<file path="config.mk">
export PLATFORM = sky130hd
export DESIGN_NAME = spi_master_xfer
export DESIGN_NICKNAME = d
export VERILOG_FILES = /design/src/rtl/spi_master_xfer.sv
export SDC_FILE = /design/constraint.sdc
export NUM_CORES = 1
export LEC_CHECK = 0
export CORE_MARGIN = 2
export CORE_UTILIZATION = 35
export DETAILED_ROUTE_END_ITERATION = 16
export PLACE_DENSITY = 0.64
export RECOVER_POWER = 100
export SYNTH_ARGS = -nofsm -noshare
export SYNTH_HDL_FRONTEND = slang
export SYNTH_SLANG_ARGS = --single-unit
</file>
<file path="constraint.sdc">
create_clock -name clk -period 2.9 [get_ports clk]
set_input_delay 0.58 -clock clk [delete_from_list [all_inputs] [get_ports clk]]
set_output_delay 0.58 -clock clk [all_outputs]
set_load 0.02 [all_outputs]
</file>
<file path="src/rtl/spi_master_xfer.sv">
// -----------------------------------------------------------------------------
// spi_master_xfer
//
// Full-duplex SPI master for one word per transfer. A word accepted over the
// tx_valid/tx_ready handshake is framed by cs_n and shifted out on mosi under
// a divided sclk. miso is captured during the same transfer, and the received
// word is presented on rx_data together with a one-cycle done pulse.
//
// Transfer timeline, with D = CLK_DIV and W = DATA_W, counted from the
// accept cycle (cycle 0):
//   SETUP  cycles 1 .. D              cs_n low, sclk idle
//   SHIFT  cycles D+1 .. D+2WD        2W sclk edges, one every D cycles
//   HOLD   cycles 2WD+D+1 .. 2WD+2D   cs_n still low, mosi holds last bit
//   DONE   cycle 2WD+2D+1             cs_n high, done pulse, rx_data updated
//   IDLE   cycle 2WD+2D+2 onward      tx_ready high again
//
// Parameters:
//   DATA_W    bits per transfer (>= 2)
//   CLK_DIV   clk cycles per sclk half-period (>= 1)
//   CPOL      sclk idle level
//   CPHA      0: sample on leading edge, shift on trailing edge
//             1: shift on leading edge, sample on trailing edge
//   MSB_FIRST 1: bit DATA_W-1 first, 0: bit 0 first
//
// Ports:
//   clk       system clock; all logic on its rising edge
//   rst       synchronous active-high reset
//   tx_data   word to send; sampled only in the accept cycle
//   tx_valid  request a transfer
//   tx_ready  high only in IDLE and while rst is low (combinational)
//   rx_data   received word; updated in the done cycle, held otherwise
//   done      one-cycle pulse at the end of a transfer
//   busy      high in every state except IDLE
//   sclk      serial clock
//   cs_n      chip select, active low
//   mosi      serial data out
//   miso      serial data in
// -----------------------------------------------------------------------------
module spi_master_xfer #(
  parameter int DATA_W    = 8,
  parameter int CLK_DIV   = 2,
  parameter bit CPOL      = 1'b0,
  parameter bit CPHA      = 1'b0,
  parameter bit MSB_FIRST = 1'b1
) (
  input  logic              clk,
  input  logic              rst,
  input  logic [DATA_W-1:0] tx_data,
  input  logic              tx_valid,
  output logic              tx_ready,
  output logic [DATA_W-1:0] rx_data,
  output logic              done,
  output logic              busy,
  output logic              sclk,
  output logic              cs_n,
  output logic              mosi,
  input  logic              miso
);

  localparam int DIV_W = $clog2(CLK_DIV + 1);
  localparam int BIT_W = $clog2(DATA_W);
  localparam logic [DIV_W-1:0] DIV_RELOAD = DIV_W'(CLK_DIV - 1);
  localparam logic [DIV_W-1:0] DIV_ONE    = DIV_W'(1);
  localparam logic [BIT_W-1:0] LAST_BIT   = BIT_W'(DATA_W - 1);
  localparam logic [BIT_W-1:0] BIT_ONE    = BIT_W'(1);

  typedef enum logic [2:0] {
    S_IDLE,
    S_SETUP,
    S_SHIFT,
    S_HOLD,
    S_DONE
  } state_t;

  state_t              state_q;
  logic [DIV_W-1:0]    div_q;      // cycles left until the next sclk event
  logic [BIT_W-1:0]    bit_q;      // index of the bit currently on the wire
  logic                lead_q;     // last sclk edge issued was a leading edge
  logic                last_q;     // all 2W edges have been issued
  logic [DATA_W-1:0]   tx_sh_q;    // bits still to be driven onto mosi
  logic [DATA_W-1:0]   rx_sh_q;    // bits captured from miso so far
  logic [DATA_W-1:0]   rx_data_q;
  logic                sclk_q;
  logic                cs_n_q;
  logic                mosi_q;
  logic                done_q;
  logic                busy_q;

  // Bit that leaves the shift register next.
  function automatic logic first_bit(input logic [DATA_W-1:0] v);
    if (MSB_FIRST) begin
      return v[DATA_W-1];
    end
    return v[0];
  endfunction

  // Shift register after the outgoing bit has been consumed.
  function automatic logic [DATA_W-1:0] shift_out(input logic [DATA_W-1:0] v);
    if (MSB_FIRST) begin
      return {v[DATA_W-2:0], 1'b0};
    end
    return {1'b0, v[DATA_W-1:1]};
  endfunction

  // Shift a received bit in so that the first bit ends up in the MSB
  // (MSB_FIRST) or in the LSB (LSB first) once all W bits are in.
  function automatic logic [DATA_W-1:0] shift_in(input logic [DATA_W-1:0] v,
                                                  input logic b);
    if (MSB_FIRST) begin
      return {v[DATA_W-2:0], b};
    end
    return {b, v[DATA_W-1:1]};
  endfunction

  always_ff @(posedge clk) begin
    if (rst) begin
      state_q   <= S_IDLE;
      div_q     <= '0;
      bit_q     <= '0;
      lead_q    <= 1'b0;
      last_q    <= 1'b0;
      tx_sh_q   <= '0;
      rx_sh_q   <= '0;
      rx_data_q <= '0;
      sclk_q    <= CPOL;
      cs_n_q    <= 1'b1;
      mosi_q    <= 1'b0;
      done_q    <= 1'b0;
      busy_q    <= 1'b0;
    end else begin
      done_q <= 1'b0;
      case (state_q)
        S_IDLE: begin
          // tx_ready is exactly "IDLE and not in reset", so tx_valid alone
          // completes the handshake here.
          if (tx_valid) begin
            state_q <= S_SETUP;
            busy_q  <= 1'b1;
            cs_n_q  <= 1'b0;
            div_q   <= DIV_RELOAD;
            bit_q   <= '0;
            lead_q  <= 1'b0;
            last_q  <= 1'b0;
            rx_sh_q <= '0;
            if (!CPHA) begin
              // First bit must be stable before the first (sampling) edge.
              mosi_q  <= first_bit(tx_data);
              tx_sh_q <= shift_out(tx_data);
            end else begin
              // First bit is launched by the first leading edge.
              mosi_q  <= 1'b0;
              tx_sh_q <= tx_data;
            end
          end
        end

        S_SETUP: begin
          if (div_q == '0) begin
            // Leading edge k=0.
            state_q <= S_SHIFT;
            div_q   <= DIV_RELOAD;
            sclk_q  <= ~sclk_q;
            lead_q  <= 1'b1;
            if (!CPHA) begin
              rx_sh_q <= shift_in(rx_sh_q, miso);
            end else begin
              mosi_q  <= first_bit(tx_sh_q);
              tx_sh_q <= shift_out(tx_sh_q);
            end
          end else begin
            div_q <= div_q - DIV_ONE;
          end
        end

        S_SHIFT: begin
          if (div_q != '0) begin
            div_q <= div_q - DIV_ONE;
          end else if (last_q) begin
            // One half-period has elapsed after the final edge.
            state_q <= S_HOLD;
            div_q   <= DIV_RELOAD;
          end else begin
            div_q  <= DIV_RELOAD;
            sclk_q <= ~sclk_q;
            if (lead_q) begin
              // Trailing edge closes bit bit_q.
              lead_q <= 1'b0;
              if (CPHA) begin
                rx_sh_q <= shift_in(rx_sh_q, miso);
              end
              if (bit_q == LAST_BIT) begin
                // Final trailing edge: no further mosi update.
                last_q <= 1'b1;
              end else begin
                bit_q <= bit_q + BIT_ONE;
                if (!CPHA) begin
                  mosi_q  <= first_bit(tx_sh_q);
                  tx_sh_q <= shift_out(tx_sh_q);
                end
              end
            end else begin
              // Leading edge opens bit bit_q.
              lead_q <= 1'b1;
              if (!CPHA) begin
                rx_sh_q <= shift_in(rx_sh_q, miso);
              end else begin
                mosi_q  <= first_bit(tx_sh_q);
                tx_sh_q <= shift_out(tx_sh_q);
              end
            end
          end
        end

        S_HOLD: begin
          if (div_q != '0) begin
            div_q <= div_q - DIV_ONE;
          end else begin
            state_q   <= S_DONE;
            cs_n_q    <= 1'b1;
            mosi_q    <= 1'b0;
            done_q    <= 1'b1;
            rx_data_q <= rx_sh_q;
          end
        end

        S_DONE: begin
          state_q <= S_IDLE;
          busy_q  <= 1'b0;
        end

        default: begin
          state_q <= S_IDLE;
          busy_q  <= 1'b0;
          cs_n_q  <= 1'b1;
          sclk_q  <= CPOL;
          mosi_q  <= 1'b0;
        end
      endcase
    end
  end

  assign tx_ready = (state_q == S_IDLE) && !rst;
  assign rx_data  = rx_data_q;
  assign done     = done_q;
  assign busy     = busy_q;
  assign sclk     = sclk_q;
  assign cs_n     = cs_n_q;
  assign mosi     = mosi_q;

endmodule
</file>
==> reports/results.txt <==
The post-route minimum period is 2.75 ns. The height of the die was 75.8 um; the total wire length was 3520 um. The most critical setup path has its startpoint at rst.

The clock sink count was 38; the final setup skew was 0.00727 ns. The number of cells on the worst hold path came out at 2. Depth of the most critical reg-to-reg path: 6. After clock tree synthesis, the flow added hold-fix buffers numbering 0. The run gives 211 as the post-synthesis instance total.

Worst hold endpoint: rx_data[2]$_SDFFE_PP0P_. Worst-path maximum fanout: 6. The primary flip-flop cell chosen by synthesis mapping is sky130_fd_sc_hd__dfxtp_1. The number of antenna diodes in the final layout is 0. The tools report the combinational fraction of design power as 0.327.

The run gives 0 as the number of warning messages in the yosys log. The count of endpoints failing hold in the final timing report came out at 0. The tools report the maximum number of pins on one net before global-route repair as 29. The clock power share is 0.236, and the layout cell share with drive strength beyond 1 is 0.0815. Summed over all nets, the switching power comes to 0.000490 W. The total grt overflow is 0, and the cell-internal power is 0.000951 W. The floorplan die width was 75.8 um; the critical path data required time was 2.32 ns. In the final routed layout, each cell accounts on average for 11.6 um. The number of failing setup endpoints in the final timing report came out at 0.

The number of levels in the clock H-tree came out at 2. The via count of the first global-routing pass was 1248. For this design, the slowest cell found on the critical path is sky130_fd_sc_hd__dlygate4sd3_1. For the worst-skew pair, the clock arrives at the later sink with an insertion delay of 0.29 ns. The via density per instance came out at 5.02. Summed over all nets, the half-perimeter wirelength after detailed placement is 2400 um. The run gives 1521 as the total via count after detailed routing. For the number of distinct standard cells referenced by the synthesized netlist, the log shows 39.

The flow ran to the end, and the final reports show no timing, DRC or antenna violations. The area growth from synthesis to layout is 20.1%. The worst hold path belongs to the class reg2reg. For this block, the initial DRC count from the detailed router was 83. In the routed design, unresolved DRC markers number 0. The tools report the post-detailed-route count of antenna-violating nets as 0. The arrival time of the worst setup path was 2.17 ns; the post-route standard cell area excluding fillers was 0.00216 sq mm. Worst slack at placement: 0.201 ns. The initial antenna violation count is 0, and the power density over the cells is 666 mW/mm^2. A synthesized cell averages 8.54 sq um. The register bit total from synthesis came out at 38. The worst IR drop on VDD came out at 267 uV. The floorplan has 26 rows.

The aggregate global-route resource usage was 0.136. In this run the static leakage power is 0.826 nW. The core region is 0.00504 sq mm. The worst flop-to-flop path startpoint is state_q[2]$_SDFFE_PP0P_. In the final timing run, aggregate negative setup slack is 0 ns. 26 I/O pins were placed. STA classifies the critical path endpoint as an output pin.

The number of CTS-inserted buffers is 5. The endpoint identified for the worst register-to-register timing path is tx_sh_q[3]$_SDFFE_PP0P_. By startpoint and endpoint, the worst setup path is classified as in2out. The effective utilization at floorplan is 0.357. The floorplan step defined a die boundary enclosing 0.00574 sq mm. The number of gates resized after CTS was 0.

The tools report the placer congestion estimate as 0.765. The longest clock path from root to sink contains 2 buffers. Summing all placed instances gives a cell area of 0.00209 sq mm. The clock slew at the register clock pins of the worst setup and hold paths is 0.07 ns. The worst setup path is launched from a primary input. Max-cap violations in this run came to 0. The net count reported at finish was 249. At the pin with the least slew margin, the transition time is 0.829 ns. Slack of the worst reg-to-reg path: 0.43 ns. The count of buffers added on input and output ports is 25. The number of nets handed over by synthesis was 227.

The run gives 4 as the length of the first detailed-routing pass in iterations. The tools report the number of buffers added for setup after CTS as 0. TritonCTS built the clock tree. The run gives 0.437 as the sequential cell fraction of total power. The critical path goes through clkdlybuf4s50_1, or2_2, nor3_1, dlygate4sd3_1. The fraction of registers with async set/reset came out at 0. The count of flip-flops with a built-in enable after synthesis is 0, and the switching portion of total power is 0.340. After synthesis the cells add up to 0.00180 sq mm. The final worst setup slack is 0.153 ns, and the share of the cycle needed by the critical path after routing is 0.947. Setup repair after global routing left no endpoint under its margin. The timing-limited maximum frequency was 0.364 GHz.

Master cell of the clock root buffer: sky130_fd_sc_hd__clkbuf_8. The tools report the portion of the post-synthesis area used by sequential elements as 0.422. The max-slew headroom at the worst pin is 0.443. In this run the most critical hold path is launched from rx_data[2]$_SDFFE_PP0P_. For the max-slew violation count, the log shows 0. For this run, the slowest stage of the critical path takes 0.69 ns. The first global-routing pass estimated 5900 um of wire.
==> cell usage in the layout (no fill, tap or decap), types with 8 or more instances in the layout <==
cell                              count
sky130_fd_sc_hd__a21oi_1             19
sky130_fd_sc_hd__a22o_1               8
sky130_fd_sc_hd__clkdlybuf4s50_1     10
sky130_fd_sc_hd__dfxtp_1             38
sky130_fd_sc_hd__dlygate4sd3_1       15
sky130_fd_sc_hd__nand2_1             38
sky130_fd_sc_hd__nor2_1              15
sky130_fd_sc_hd__o21ai_0              8
==> critical path: cells and delay by family <==
kind / cells / cell delay [ns]
simple gates: 2 / 0.49
buf+inv: 2 / 1.10
==> routing by layer <==
metal,up-vias,track usage,routed length (um)
met5,-,0,0
met4,0,0.0526,39
met3,6,0.0516,178
met2,36,0.200,1590
met1,695,0.181,1710
li1,784,-,-
==> flip-flops by register name, indices dropped and copies added (netlist names), 2 cells and up <==
signal	flops
rx_data	8
rx_sh_q	8
tx_sh_q	7
bit_q	3
state_q	3
div_q	2
==> Yosys cell counts (2+ instances only) <==
cell / n / area share
sky130_fd_sc_hd__and2_1: 3 / 0.010
sky130_fd_sc_hd__nand2_1: 38 / 0.079
sky130_fd_sc_hd__nand2b_1: 6 / 0.021
sky130_fd_sc_hd__nor2b_1: 3 / 0.010
sky130_fd_sc_hd__o21ai_0: 8 / 0.022
sky130_fd_sc_hd__a21oi_1: 19 / 0.053
sky130_fd_sc_hd__nor3_1: 6 / 0.017
sky130_fd_sc_hd__ha_1: 4 / 0.028
sky130_fd_sc_hd__clkbuf_1: 9 / 0.019
sky130_fd_sc_hd__mux2i_1: 5 / 0.028
sky130_fd_sc_hd__a31oi_1: 3 / 0.010
sky130_fd_sc_hd__nand3_1: 3 / 0.0083
sky130_fd_sc_hd__buf_6: 2 / 0.012
sky130_fd_sc_hd__or3_1: 2 / 0.0069
sky130_fd_sc_hd__nor2_1: 15 / 0.031
sky130_fd_sc_hd__a21o_1: 2 / 0.0083
sky130_fd_sc_hd__nor3b_1: 6 / 0.025
sky130_fd_sc_hd__dfxtp_1: 38 / 0.42
sky130_fd_sc_hd__a22o_1: 8 / 0.039
sky130_fd_sc_hd__a311oi_2: 6 / 0.050
sky130_fd_sc_hd__inv_1: 5 / 0.010
sky130_fd_sc_hd__buf_1: 2 / 0.0042
sky130_fd_sc_hd__nand3b_1: 2 / 0.0083
==> power groups by stage <==
stage | registers, W | clock network, W | logic [W]
after floorplan | 0.000642 | 0 | 0.000383
after detailed placement | 0.000643 | 0 | 0.000482
after global routing | 0.000639 | 0.000373 | 0.000529
after CTS | 0.000630 | 0.000353 | 0.000484
final | 0.000630 | 0.000340 | 0.000471
after global placement | 0.000642 | 0 | 0.000476
==> layout make-up <==
cell class	count	area (sq um)
clock buffer	7	76.3
fill	521	2880
inverter	5	18.8
multi-input combinational	152	931
sequential	38	761
tap	70	87.6
timing repair buffer	31	289
==> logic make-up (layout without fill, tap and decap cells) <==
logic type | count (synthesis) | in the layout | share of synthesized area
and+or+nand+nor | 90 | 90 | 0.245
AOI/OAI and AO/OA | 53 | 53 | 0.216
DFF | 38 | 38 | 0.422
buffers and inverters | 21 | 43 | 0.0611
muxes | 5 | 5 | 0.0278
adders and majority gates | 4 | 4 | 0.0278
==> worst max path at each step <==
| stage | to | slack [ns] | cells past startpoint |
|---|---|---|---|
| finish | tx_ready | 0.15 | 4 |
| global route | tx_ready | 0.09 | 4 |
| CTS | tx_ready | 0.19 | 4 |
| detailed placement | tx_ready | 0.20 | 4 |
| global placement | tx_ready | 0.23 | 4 |
| floorplan | tx_ready | 0.86 | 3 |
==> per-stage QoR <==
stage          power, W   util  hold WS [ns]  instances
3_5_place_dp    0.00113  0.415         0.445        296
2_1_floorplan   0.00102      -         0.432        211
6_report        0.00144  0.429         0.450        303
4_1_cts         0.00147  0.430         0.455        303
3_3_place_gp    0.00112  0.415         0.446        296
5_1_grt         0.00154  0.429         0.481        303
No activity file was read; power rests on OpenSTA's default activity.
